File: src/rtl/sha256_pkg.sv
// Shared SHA-256 sequencing definitions: round geometry and the controller FSM encoding.
// Used by the round controller, message schedule and top-level sequencer.
package sha256_pkg;

    localparam int ROUNDS        = 64;
    localparam int CNT_W         = 6;
    localparam int W_LOAD_ROUNDS = 16;

    localparam logic [CNT_W-1:0] LAST_CNT = CNT_W'(ROUNDS - 1);

    typedef enum logic [2:0] {
        ST_IDLE  = 3'd0,
        ST_PRIME = 3'd1,
        ST_ROUND = 3'd2,
        ST_FINAL = 3'd3,
        ST_DONE  = 3'd4
    } state_t;

    // Rounds 0..15 take W straight from the message block; later rounds use the expansion.
    function automatic logic is_load_round(input logic [CNT_W-1:0] cnt);
        return cnt < CNT_W'(W_LOAD_ROUNDS);
    endfunction

endpackage

File: src/rtl/sha256_round_counter.sv
// Round counter for the SHA-256 controller: clear/enable/hold, last-round flag and
// the look-ahead address cnt+1 used to prefetch the next K constant.
module sha256_round_counter
    import sha256_pkg::*;
(
    input  logic             clk,
    input  logic             reset_n,
    input  logic             i_clear,
    input  logic             i_enable,
    input  logic             i_hold,
    output logic [CNT_W-1:0] o_cnt,
    output logic [CNT_W-1:0] o_cnt_next,
    output logic             o_last
);

    logic [CNT_W-1:0] r_cnt;

    // NOTE: sequential state uses non-blocking assignments so every flop samples pre-edge values.
    always_ff @(posedge clk or negedge reset_n) begin
        if (!reset_n) begin
            r_cnt <= '0;
        end else if (i_clear) begin
            r_cnt <= '0;
        end else if (i_enable && !i_hold && !o_last) begin
            r_cnt <= r_cnt + 1'b1;
        end
    end

    assign o_cnt      = r_cnt;
    assign o_cnt_next = r_cnt + 1'b1;
    assign o_last     = (r_cnt == LAST_CNT);

endmodule

File: src/rtl/sha256_round_controller.sv
// SHA-256 compression round controller: start handshake, 64-round sequencing, K address look-ahead.
// Optional round stall input 'hold' is present when SHA256_CTRL_STALL_EN is defined.
module sha256_round_controller
    import sha256_pkg::*;
(
    input  logic             clk,
    input  logic             reset_n,
    input  logic             start,
    input  logic             first_block,
    output logic             ready,
    output logic             busy,
    output logic [CNT_W-1:0] round,
    output logic [CNT_W-1:0] cur_round,
    output logic             round_en,
    output logic             w_load,
    output logic             init_hash,
    output logic             final_add,
    output logic             done
`ifdef SHA256_CTRL_STALL_EN
    ,
    input  logic             hold
`endif
);

    state_t           r_state;
    state_t           w_state_next;
    logic             r_first;
    logic             w_hold;
    logic             w_stall;
    logic             w_last;
    logic [CNT_W-1:0] w_cnt;
    logic [CNT_W-1:0] w_cnt_next;

`ifdef SHA256_CTRL_STALL_EN
    assign w_hold = hold;
`else
    assign w_hold = 1'b0;
`endif

    // Hold only freezes the round phase; handshake and final/done phases run regardless.
    assign w_stall = w_hold && (r_state == ST_PRIME || r_state == ST_ROUND);

    sha256_round_counter u_counter (
        .clk        (clk),
        .reset_n    (reset_n),
        .i_clear    (r_state != ST_ROUND && r_state != ST_PRIME),
        .i_enable   (r_state == ST_ROUND),
        .i_hold     (w_stall),
        .o_cnt      (w_cnt),
        .o_cnt_next (w_cnt_next),
        .o_last     (w_last)
    );

    always_ff @(posedge clk or negedge reset_n) begin
        if (!reset_n) begin
            r_state <= ST_IDLE;
            r_first <= 1'b0;
        end else begin
            r_state <= w_state_next;
            if (r_state == ST_IDLE && start) begin
                r_first <= first_block;
            end
        end
    end

    // NOTE: every output of this block is given a default first, so no path can infer a latch.
    always_comb begin
        w_state_next = r_state;
        round        = '0;
        round_en     = 1'b0;
        init_hash    = 1'b0;
        final_add    = 1'b0;
        done         = 1'b0;
        unique case (r_state)
            ST_IDLE: begin
                if (start) w_state_next = ST_PRIME;
            end
            ST_PRIME: begin
                init_hash = r_first && !w_stall;
                if (!w_stall) w_state_next = ST_ROUND;
            end
            ST_ROUND: begin
                // While stalled, re-address K[cnt] so k_out is correct on the resumed round.
                round    = w_stall ? w_cnt : w_cnt_next;
                round_en = !w_stall;
                if (!w_stall && w_last) w_state_next = ST_FINAL;
            end
            ST_FINAL: begin
                final_add    = 1'b1;
                w_state_next = ST_DONE;
            end
            ST_DONE: begin
                done         = 1'b1;
                w_state_next = ST_IDLE;
            end
            default: w_state_next = ST_IDLE;
        endcase
    end

    assign ready     = (r_state == ST_IDLE);
    assign busy      = (r_state != ST_IDLE);
    assign cur_round = w_cnt;
    assign w_load    = round_en && is_load_round(w_cnt);

endmodule

File: config.mk
export PLATFORM = sky130hd
export DESIGN_NAME = sha256_round_controller
export DESIGN_NICKNAME = d
export VERILOG_FILES = /design/src/rtl/sha256_pkg.sv /design/src/rtl/sha256_round_counter.sv /design/src/rtl/sha256_round_controller.sv
export SDC_FILE = /design/constraint.sdc
export NUM_CORES = 1
export LEC_CHECK = 0
export CORE_UTILIZATION = 43
export CTS_CLUSTER_DIAMETER = 40
export DETAILED_ROUTE_END_ITERATION = 10
export PLACE_DENSITY = 0.77
export SYNTH_ARGS = -nofsm -noshare
export SYNTH_HDL_FRONTEND = slang
export SYNTH_SLANG_ARGS = --single-unit
File: constraint.sdc
create_clock -name clk -period 1.8 [get_ports clk]
set_input_delay 0.36 -clock clk [delete_from_list [all_inputs] [get_ports clk]]
set_output_delay 0.36 -clock clk [all_outputs]
set_load 0.03 [all_outputs]
# Word level (Yosys, flattened, before mapping)
# Index checks and enable logic that the tools add are counted.
dict set report word_totals {
  regBits 10
  output_inout_bits 19
  wordCells 33
}
dict set report op_classes {
  n_addsub 1
  n_lt_le_gt_ge 1
  eq_ne 9
  mux 10
  reduce_logical 9
}
# cell count
set op_table {}
lappend op_table {{$mux 6} 3}
lappend op_table {{$pmux 3 s4} 1}
lappend op_table {{$add 6x1->6 const B} 1}
lappend op_table {{$eq 3x2->1 const B} 2}
lappend op_table {{$eq 6x6->1 const B} 1}
lappend op_table {{$lt 6x5->1 const B} 1}
lappend op_table {{$mux 3} 2}
lappend op_table {{$logic_and 1x1->1} 4}
lappend op_table {{$mux 1} 4}
lappend op_table {{$ne 2x2->1 const B} 2}
lappend op_table {{$eq 3x1->1 const B} 1}
lappend op_table {{$eq 3x3->1 const B} 1}
lappend op_table {{$logic_not 3->1} 1}
lappend op_table {{$ne 3x1->1 const B} 1}
lappend op_table {{$ne 3x2->1 const B} 1}
lappend op_table {{$reduce_bool 3->1} 1}
lappend op_table {{$reduce_and 2->1} 1}
lappend op_table {{$reduce_bool 2->1} 1}
lappend op_table {{$logic_not 1->1} 1}

# Longest topological paths before layout
# Gate-level depths: netlist of the first run.
dict set report logic_depth {
  depth_word 5
  ltp_mapped 6
}

# Cells and area by module
# Synthesis of the first run repeated with hierarchy kept, for this count alone.
dict set report unflattened {
  cells_unflattened 71
  area_unflattened_um2 739.5
}
# mod n_inst cells_each area_each_um2
set by_module_without_submodules {}
lappend by_module_without_submodules {sha256_round_counter 1 42 426.7}
lappend by_module_without_submodules {sha256_round_controller 1 29 312.8}

# Worst setup path before layout of the first run
# Ideal clock, no wire load.
dict set report synth_path {
  path_kind {register -> output}
  from {register r_state[0]}
  to {output port w_load}
  arrival_time_ps 1652
  path_slack_ps -212
  path_stages_with_launch 5
  n_path_buf 1
  cell_sequence {dfrtp_1 > nand2b_1 > or2_4 > buf_6 > nor3_1}
}
dict set report synth_between {
  elab_chain_cells 3
}
# element line_no
set synth_lines {}
lappend synth_lines {{start, declared} sha256_round_controller.sv:25} ;# state_t r_state;
lappend synth_lines {{start signal, assigned} sha256_round_controller.sv:59} ;# r_state <= w_state_next;
lappend synth_lines {{$eq 3x2->1} sha256_round_controller.sv:74} ;# unique case (r_state)
lappend synth_lines {{$mux 1} sha256_round_controller.sv:74}
lappend synth_lines {{$logic_and 1x1->1} sha256_round_controller.sv:103} ;# assign w_load = round_en && is_load_round(w_cnt);
lappend synth_lines {{end, declared} sha256_round_controller.sv:15} ;# output logic w_load,
# Every way passes these cells.

# Worst setup path after layout of the first run
# Same ends and word-level chain as after synthesis.

==> metrics.md, run 1 <==
| Metric | Value |
|---|---|
| Clock buffer depth | `2` |
| Min-Delay Path Class | `in2async` |
| GRT Max-Usage Layer | `met2` |
| Clock sink total | `10` |
| Gp weighted congestion | `0.836` |
| Core Area | `1350 µm²` |
| Diode count | `0` |
| Worst path top cell family by delay | `simple AND/OR/NAND/NOR gates` |
| Endpoint kind of the worst setup timing path | `primary output` |
| Critical path launch point type | `flip-flop` |
| DRC | `0` |
| Crit path top cell by count | `buf_6` |
| Asr flop ratio synth | `100%` |
| Ordered list of cells on the worst path | `buf_6 -> nand2b_4 -> or2_4 -> buf_12 -> nor3_4 -> buf_6` |
| CP Data Arrival Time | `roughly 1.6 ns` |
| FF+latch area | `about 260 µm²` |
| WL/cell | `16.6 µm` |
| Overflow after GRT | `0` |
| Seq/Total Area, Yosys | `about two fifths` |
| Final min period | `1.93 ns` |
| Largest net degree at the start of global routing | `11` |
| Area delta synth->final | `78.3%` |
| WP buf/inv | `3` |
| Worst Setup Path Type | `reg2out` |
| All-layer global routing usage | `27.0%` |
| Die area | `1660 µm²` |
| CTS root buf | `clkbuf_4` |
| DP HPWL | `1.17 mm` |
| Vias per Instance | `5.50` |
| Yosys cell types | `29` |
| Post-DP Area | `898 µm²` |
| Rows | `13` |
| Initial antenna violation count | `0` |
| Layout cell share with drive strength beyond 1 | `60.4%` |
| IO buf count | `22` |
| DRT iter0 DRCs | `23` |
| Failing checks | `setup timing` |
| Power density of the placed cells | `1590 nW/µm²` |
| Syn_nets | `69` |
| Post-route setup slack | `-0.131 ns` |
| Register bit total from synthesis | `10` |
| Final core utilization | `85.1%` |
| Design area | `1150 µm²` |
| Die H | `40.7 µm` |
| RSZ-0062 raised after global routing | `true` |
| M2 GR Usage | `47.6%` |
| First-pass GRT wire length | `2.67 mm` |
| Multi-input combinational cell area | `about 440 µm²` |
| Vias in the first global route | `531` |
| Final Hold Viols | `0` |
| H-tree levels | `1` |
| Fin. max-slew vios | `0` |
| Total iterations of the first detailed-routing run | `4` |
| Final setup violation count | `8` |
| Boundary Pins | `23` |
| Met1 Usage GRT | `about 31%` |
| Slowest cell on crit path | `dfrtp_1` |
| Final-layout fill cell count | `between 60 and 70` |
| WP data required | `1.44 ns` |
| GR Util met3 | `6.52%` |
| F_max | `0.518 GHz` |
| Clock-pin slew on the worst setup and hold paths | `around 0.070 ns` |
| CP Max Fanout | `5` |
| Initial core utilization | `47.7%` |
| Synth Cell Area | `644 µm²` |
| Leak | `a little over 0.5 nW` |
| Nets | `~110` |
| Status | `finished, violations left` |
| Worst skew pair latency | `0.27 ns` |
| Routed WL | `2.00 mm` |
| Width of the die | `~41 µm` |
| Via count | `between 600 and 700` |
| Top_reg_cell synth | `dfrtp_1` |
| Crit-path max cell delay | `0.40 ns` |
| CTS Buf Count | `3` |
| CTS Hold Bufs | `0` |
| Mean post-synth cell area | `10.1 µm²` |
| Slew @ Worst Pin | `0.519 ns` |
| Number of flops mapped to enable cells by yosys | `0` |
| Max_cap viols | `0` |
| Detail Route Antenna Nets | `0` |
| Syn Inst Count | `64` |
| Final period util | `107%` |
| Slew Limit Headroom | `65.3%` |
| Max Clock Skew | `0.00149 ns` |
| Ys Warns | `0` |
| TritonCTS clock tree | `yes` |
| VDD IR-drop max | `roughly 1.2 mV` |
==> report_power, final <==
| part | switching [W] | total (W) | internal [W] | leakage (nW) |
|---|---|---|---|---|
| sequential | 0.0000656 | 0.000349 | 0.000283 | 0.127 |
| clock | 0.0000873 | 0.000210 | 0.000123 | 0.0210 |
| combinational | 0.000681 | 0.00127 | 0.000591 | 0.366 |
| total | 0.000834 | 0.00183 | 0.000997 | 0.513 |
==> cell families after synthesis <==
family          Yosys count  synth area share [%]
fa+ha+maj                 1                  1.94
buf+inv                   7                  7.18
mux                       1                  2.33
xor+xnor                  4                  5.44
flops                    10                  38.8
compound gates           14                  18.8
simple gates             27                  25.4
==> cells in the final DEF (no fill, tap or decap), types with 2 or more instances in the layout <==
cell             instances
buf_6                   10
nand3_2                  2
nand3_1                  3
nor3b_1                  5
o211ai_2                 2
nor2_4                   6
buf_4                   17
clkbuf_4                 3
xor2_2                   2
a21oi_1                  2
dlygate4sd2_1            3
clkdlybuf4s50_1          5
dfrtp_2                  4
dfrtp_1                  6
clkbuf_2                 2
o31ai_2                  2
nor3_1                   2
inv_1                    3
o21ai_1                  4
==> layout make-up <==
class	count	share of cell area, %
multi-input cells	47	38.1
repair buffers	40	32.6
flip-flops and latches	10	22.2
clock buffers	4	3.16
inverters	5	2.29
well taps	15	1.63
==> sequential cells by signal (all words and copies together), names as in the netlist <==
name             cells
r_first              1
r_state              3
u_counter.o_cnt      6
==> per-layer routing <==
layer	wire length (µm)	part of all wire, %	vias to the layer above
met5	0	0	-
met4	13	0.65	0
met3	78	3.9	2
met2	1040	52	21
met1	868	43	333
li1	-	-	309
==> synth_stat cells, drive strengths merged (2+ instances only) <==
master,number,area [µm²]
a21oi,3,18.8
buf,2,22.5
dfrtp,10,250
inv,4,15.0
nand2,2,10.0
nand2b,2,12.5
nand3,5,30.0
nor2,6,22.5
nor3,3,15.0
nor3b,5,37.5
o211ai,3,32.5
o21ai,5,36.3
o31ai,2,25.0
xor2,3,26.3
==> path summary, 6_finish.rpt <==
check	startpoint	endpoint	slack, ns	depth (start not counted)
max	r_state[0]	w_load	-0.13	6
min	reset_n	u_counter.o_cnt[3]	0.43	1
max reg2reg	r_state[0]	u_counter.o_cnt[2]	0.17	9
min reg2reg	r_state[2]	r_state[2]	0.53	1
max in group asynchronous	reset_n	u_counter.o_cnt[0]	0.99	1
min in group clk	r_state[2]	r_state[2]	0.53	1
==> metrics by stage <==
stage	setup WS, ns	TNS, ns	hold WS [ns]	power [W]	instances
global route	-0.204	-1.27	0.429	0.00193	121
global placement	0.0715	0	0.513	0.00121	104
finish	-0.131	-0.707	0.433	0.00183	121
detailed placement	0.0437	0	0.528	0.00123	104
floorplan	0.0109	0	0.0644	0.000939	64
CTS	-0.158	-0.793	0.430	0.00170	115
==> repair_timing <==
action	in CTS	in global routing
resized for setup	31	18
pin swaps	5	5
endpoints found under the setup margin	14	15
setup buffers	7	6
(Power assumes the default switching activity.)
==> inputs of run 2 (changes only) <==
- SLEW_MARGIN: unset -> 20
==> results of run 2 <==
No change in the layout: final DEF, timing and power equal those of run 1.
==> inputs of run 3 (changes only) <==
- SKIP_CTS_REPAIR_TIMING: unset -> 1
==> run 3 against run 2 <==
  * The run still ends with setup timing left
  * Clock skew grew 0.00093 ns
  * Global-route usage shrank 5.5 points
  * Sequential power grew 2%
  * Cell count shrank 1.7%
  * Critical endpoint unchanged
  * Largest power group unchanged
  * Highest routed layer unchanged
==> metrics.md, run 3 (synthesis gave the netlist of run 1 again) <==
| Metric | Value |
|---|---|
| Routed WL | `1.92 mm (-4.0%)` |
| Post-route setup slack | `-0.185 ns (-0.0535 ns)` |
| Gate power share | `67.1% (-2.4 points)` |
| Switching power total | `0.000786 W (-5.7%)` |
| Final Hold Viols | `0 (unchanged)` |
| Switch share | `45.6% (+0.076 points)` |
| WP data required | `1.44 ns (about the same)` |
| CTS Buf Count | `3 (unchanged)` |
| Leak | `0.584 nW (+14%)` |
| Boundary Pins | `23 (unchanged)` |
| Reg-to-Reg End | `u_counter.o_cnt[2]` |
| CTS root buf | `clkbuf_4` |
| Vias per Instance | `5.70 (+3.7%)` |
| Final min period | `1.98 ns (+0.0535 ns)` |
| Final period util | `110% (+3.0 points)` |
| IO buf count | `22 (unchanged)` |
| Final-layout fill cell count | `82 (+21%)` |
| FF-to-FF setup slack | `0.10 ns (-0.07 ns)` |
| P_int | `0.000937 W (-6.0%)` |
| Core Area | `1350 µm² (unchanged)` |
| Clock sink total | `10 (unchanged)` |
| Detail Route Antenna Nets | `0 (unchanged)` |
| Min-Delay Path Class | `in2async` |
| DRC | `0 (unchanged)` |
| Largest register FFs | `6 (unchanged)` |
| RSZ-0062 raised after global routing | `true` |
| Slew Limit Headroom | `66.9% (+1.6 points)` |
| Layout cell share with drive strength beyond 1 | `51.9% (-8.5 points)` |
| Commonest cells after routing, fill and taps aside | `buf_4 (17), buf_6 (9), dfrtp_1 (9), dlymetal6s2s_1 (7)` |
| Worst Setup Path Type | `reg2out` |
| Endpoint kind of the worst setup timing path | `primary output` |
| Design area | `1110 µm² (-3.3%)` |
| Die H | `40.7 µm (unchanged)` |
| TritonCTS clock tree | `yes` |
| Slew @ Worst Pin | `0.495 ns (-0.0239 ns)` |
| Diode count | `0 (unchanged)` |
| F_max | `0.504 GHz (-2.7%)` |
| Fin. max-slew vios | `0 (unchanged)` |
| Rows | `13 (unchanged)` |
| Reg2Reg Depth | `9 (unchanged)` |
| TNS Setup | `-1.25 ns (-0.545 ns)` |
| Max_cap viols | `0 (unchanged)` |
| Max Clock Skew | `0.00242 ns (+0.000929 ns)` |
| Area delta synth->final | `72.4%` |
| Final Power | `0.00172 W (-5.9%)` |
| Initial antenna violation count | `0 (unchanged)` |
| CP Data Arrival Time | `1.62 ns (+0.05 ns)` |
| Clock buffer depth | `2 (unchanged)` |
| Failing checks | `setup timing` |
| Total iterations of the first detailed-routing run | `4 (unchanged)` |
| Final setup violation count | `8 (unchanged)` |
| Gp weighted congestion | `0.836 (unchanged)` |
| Width of the die | `40.7 µm (unchanged)` |
| Die area | `1660 µm² (unchanged)` |
| DRT iter0 DRCs | `35 (+52%)` |
| H-tree levels | `1 (unchanged)` |
| CP Max Fanout | `5 (unchanged)` |
| Commonest non-fill, non-tap cell in the layout | `buf_4` |
| Worst skew pair latency | `0.27 ns (about the same)` |
| Setup Slack @ Placement | `0.0437 ns (unchanged)` |
| Largest net degree at the start of global routing | `13 (+2)` |
| Status | `finished, violations left` |
| Critical path launch point type | `flip-flop` |
| WL/cell | `16.2 µm (-2.4%)` |
| Overflow after GRT | `0 (unchanged)` |
| Worst setup path startpoint | `r_state[0]` |
| Nets | `110 (-1.8%)` |
| First-pass GRT wire length | `2.21 mm (-17%)` |
| Clock-pin slew on the worst setup and hold paths | `0.08 ns (about the same)` |
| Seq pwr share | `20.6% (+1.6 points)` |
| Post-DP Area | `898 µm² (unchanged)` |
| R2r startpoint | `r_state[0]` |
| Power share of the clock group | `12.2% (+0.7 points)` |
| All-layer global routing usage | `21.5% (-5.5 points)` |
| DP HPWL | `1.17 mm (unchanged)` |
| Power density of the placed cells | `1550 nW/µm² (-2.7%)` |
| Initial core utilization | `47.7% (unchanged)` |
| VDD IR-drop max | `1.02 mV (-15%)` |
| Vias in the first global route | `475 (-11%)` |
| Via count | `678 (+2.0%)` |
[run 3: cell types whose count changed in the layout (fill, tap and decap cells not counted), sizes merged]
cell	previous run	this run
buf	29	26
clkbuf	6	4
dlygate4sd2	3	0
dlymetal6s2s	1	7
[run 3: stage by stage]
stage / utilization (%) / std cells / hold WS [ns]
2_1_floorplan: - / 64 / 0.0644
3_3_place_gp: 66.5 / 104 / 0.513
3_5_place_dp: 66.5 / 104 / 0.528
4_1_cts: 69.2 / 108 / 0.430
5_1_grt: 82.3 / 119 / 0.443
6_report: 82.3 / 119 / 0.420
[run 3: cell type report]
type                            count  area, µm²  area share [%]
Timing Repair Buffer               38        367            33.0
Multi-Input combinational cell     47        414            37.3
Inverter                            5       23.8            2.14
Clock buffer                        4       36.3            3.27
Sequential cell                    10        251            22.6
Tap cell                           15       18.8            1.69
[run 3: metal layers]
layer | share of wire, % | global-route usage (%) | wire length (µm) | up-vias
li1 | - | - | - | 311
met1 | 45 | 26.7 | 857 | 319
met2 | 49 | 37.3 | 933 | 44
met3 | 5.8 | 3.26 | 111 | 4
met4 | 1.1 | 7.50 | 21 | 0
met5 | 0 | 0 | 0 | -
[run 3: worst max path at each step]
stage / endpoint / slack, ns / cells after the start
3_5_place_dp: busy / 0.04 / 2
3_3_place_gp: busy / 0.07 / 2
2_1_floorplan: round[2] / 0.01 / 4
6_report: w_load / -0.18 / 6
5_1_grt: w_load / -0.26 / 6
4_1_cts: busy / -0.25 / 2
[run 3: power groups by stage]
stage / sequential (W) / combinational, W / clock (W)
3_5_place_dp: 0.000354 / 0.000876 / 0
3_3_place_gp: 0.000344 / 0.000866 / 0
5_1_grt: 0.000362 / 0.00122 / 0.000230
6_report: 0.000356 / 0.00116 / 0.000211
2_1_floorplan: 0.000376 / 0.000564 / 0
4_1_cts: 0.000349 / 0.000881 / 0.000211
[run 3: worst max-delay path, stage by stage (launching register included)]
cell      delay, ns
dfrtp_1        0.41
buf_6          0.13
nand2b_4       0.14
or2_4          0.28
buf_4          0.14
nor3_2         0.09
buf_4          0.17
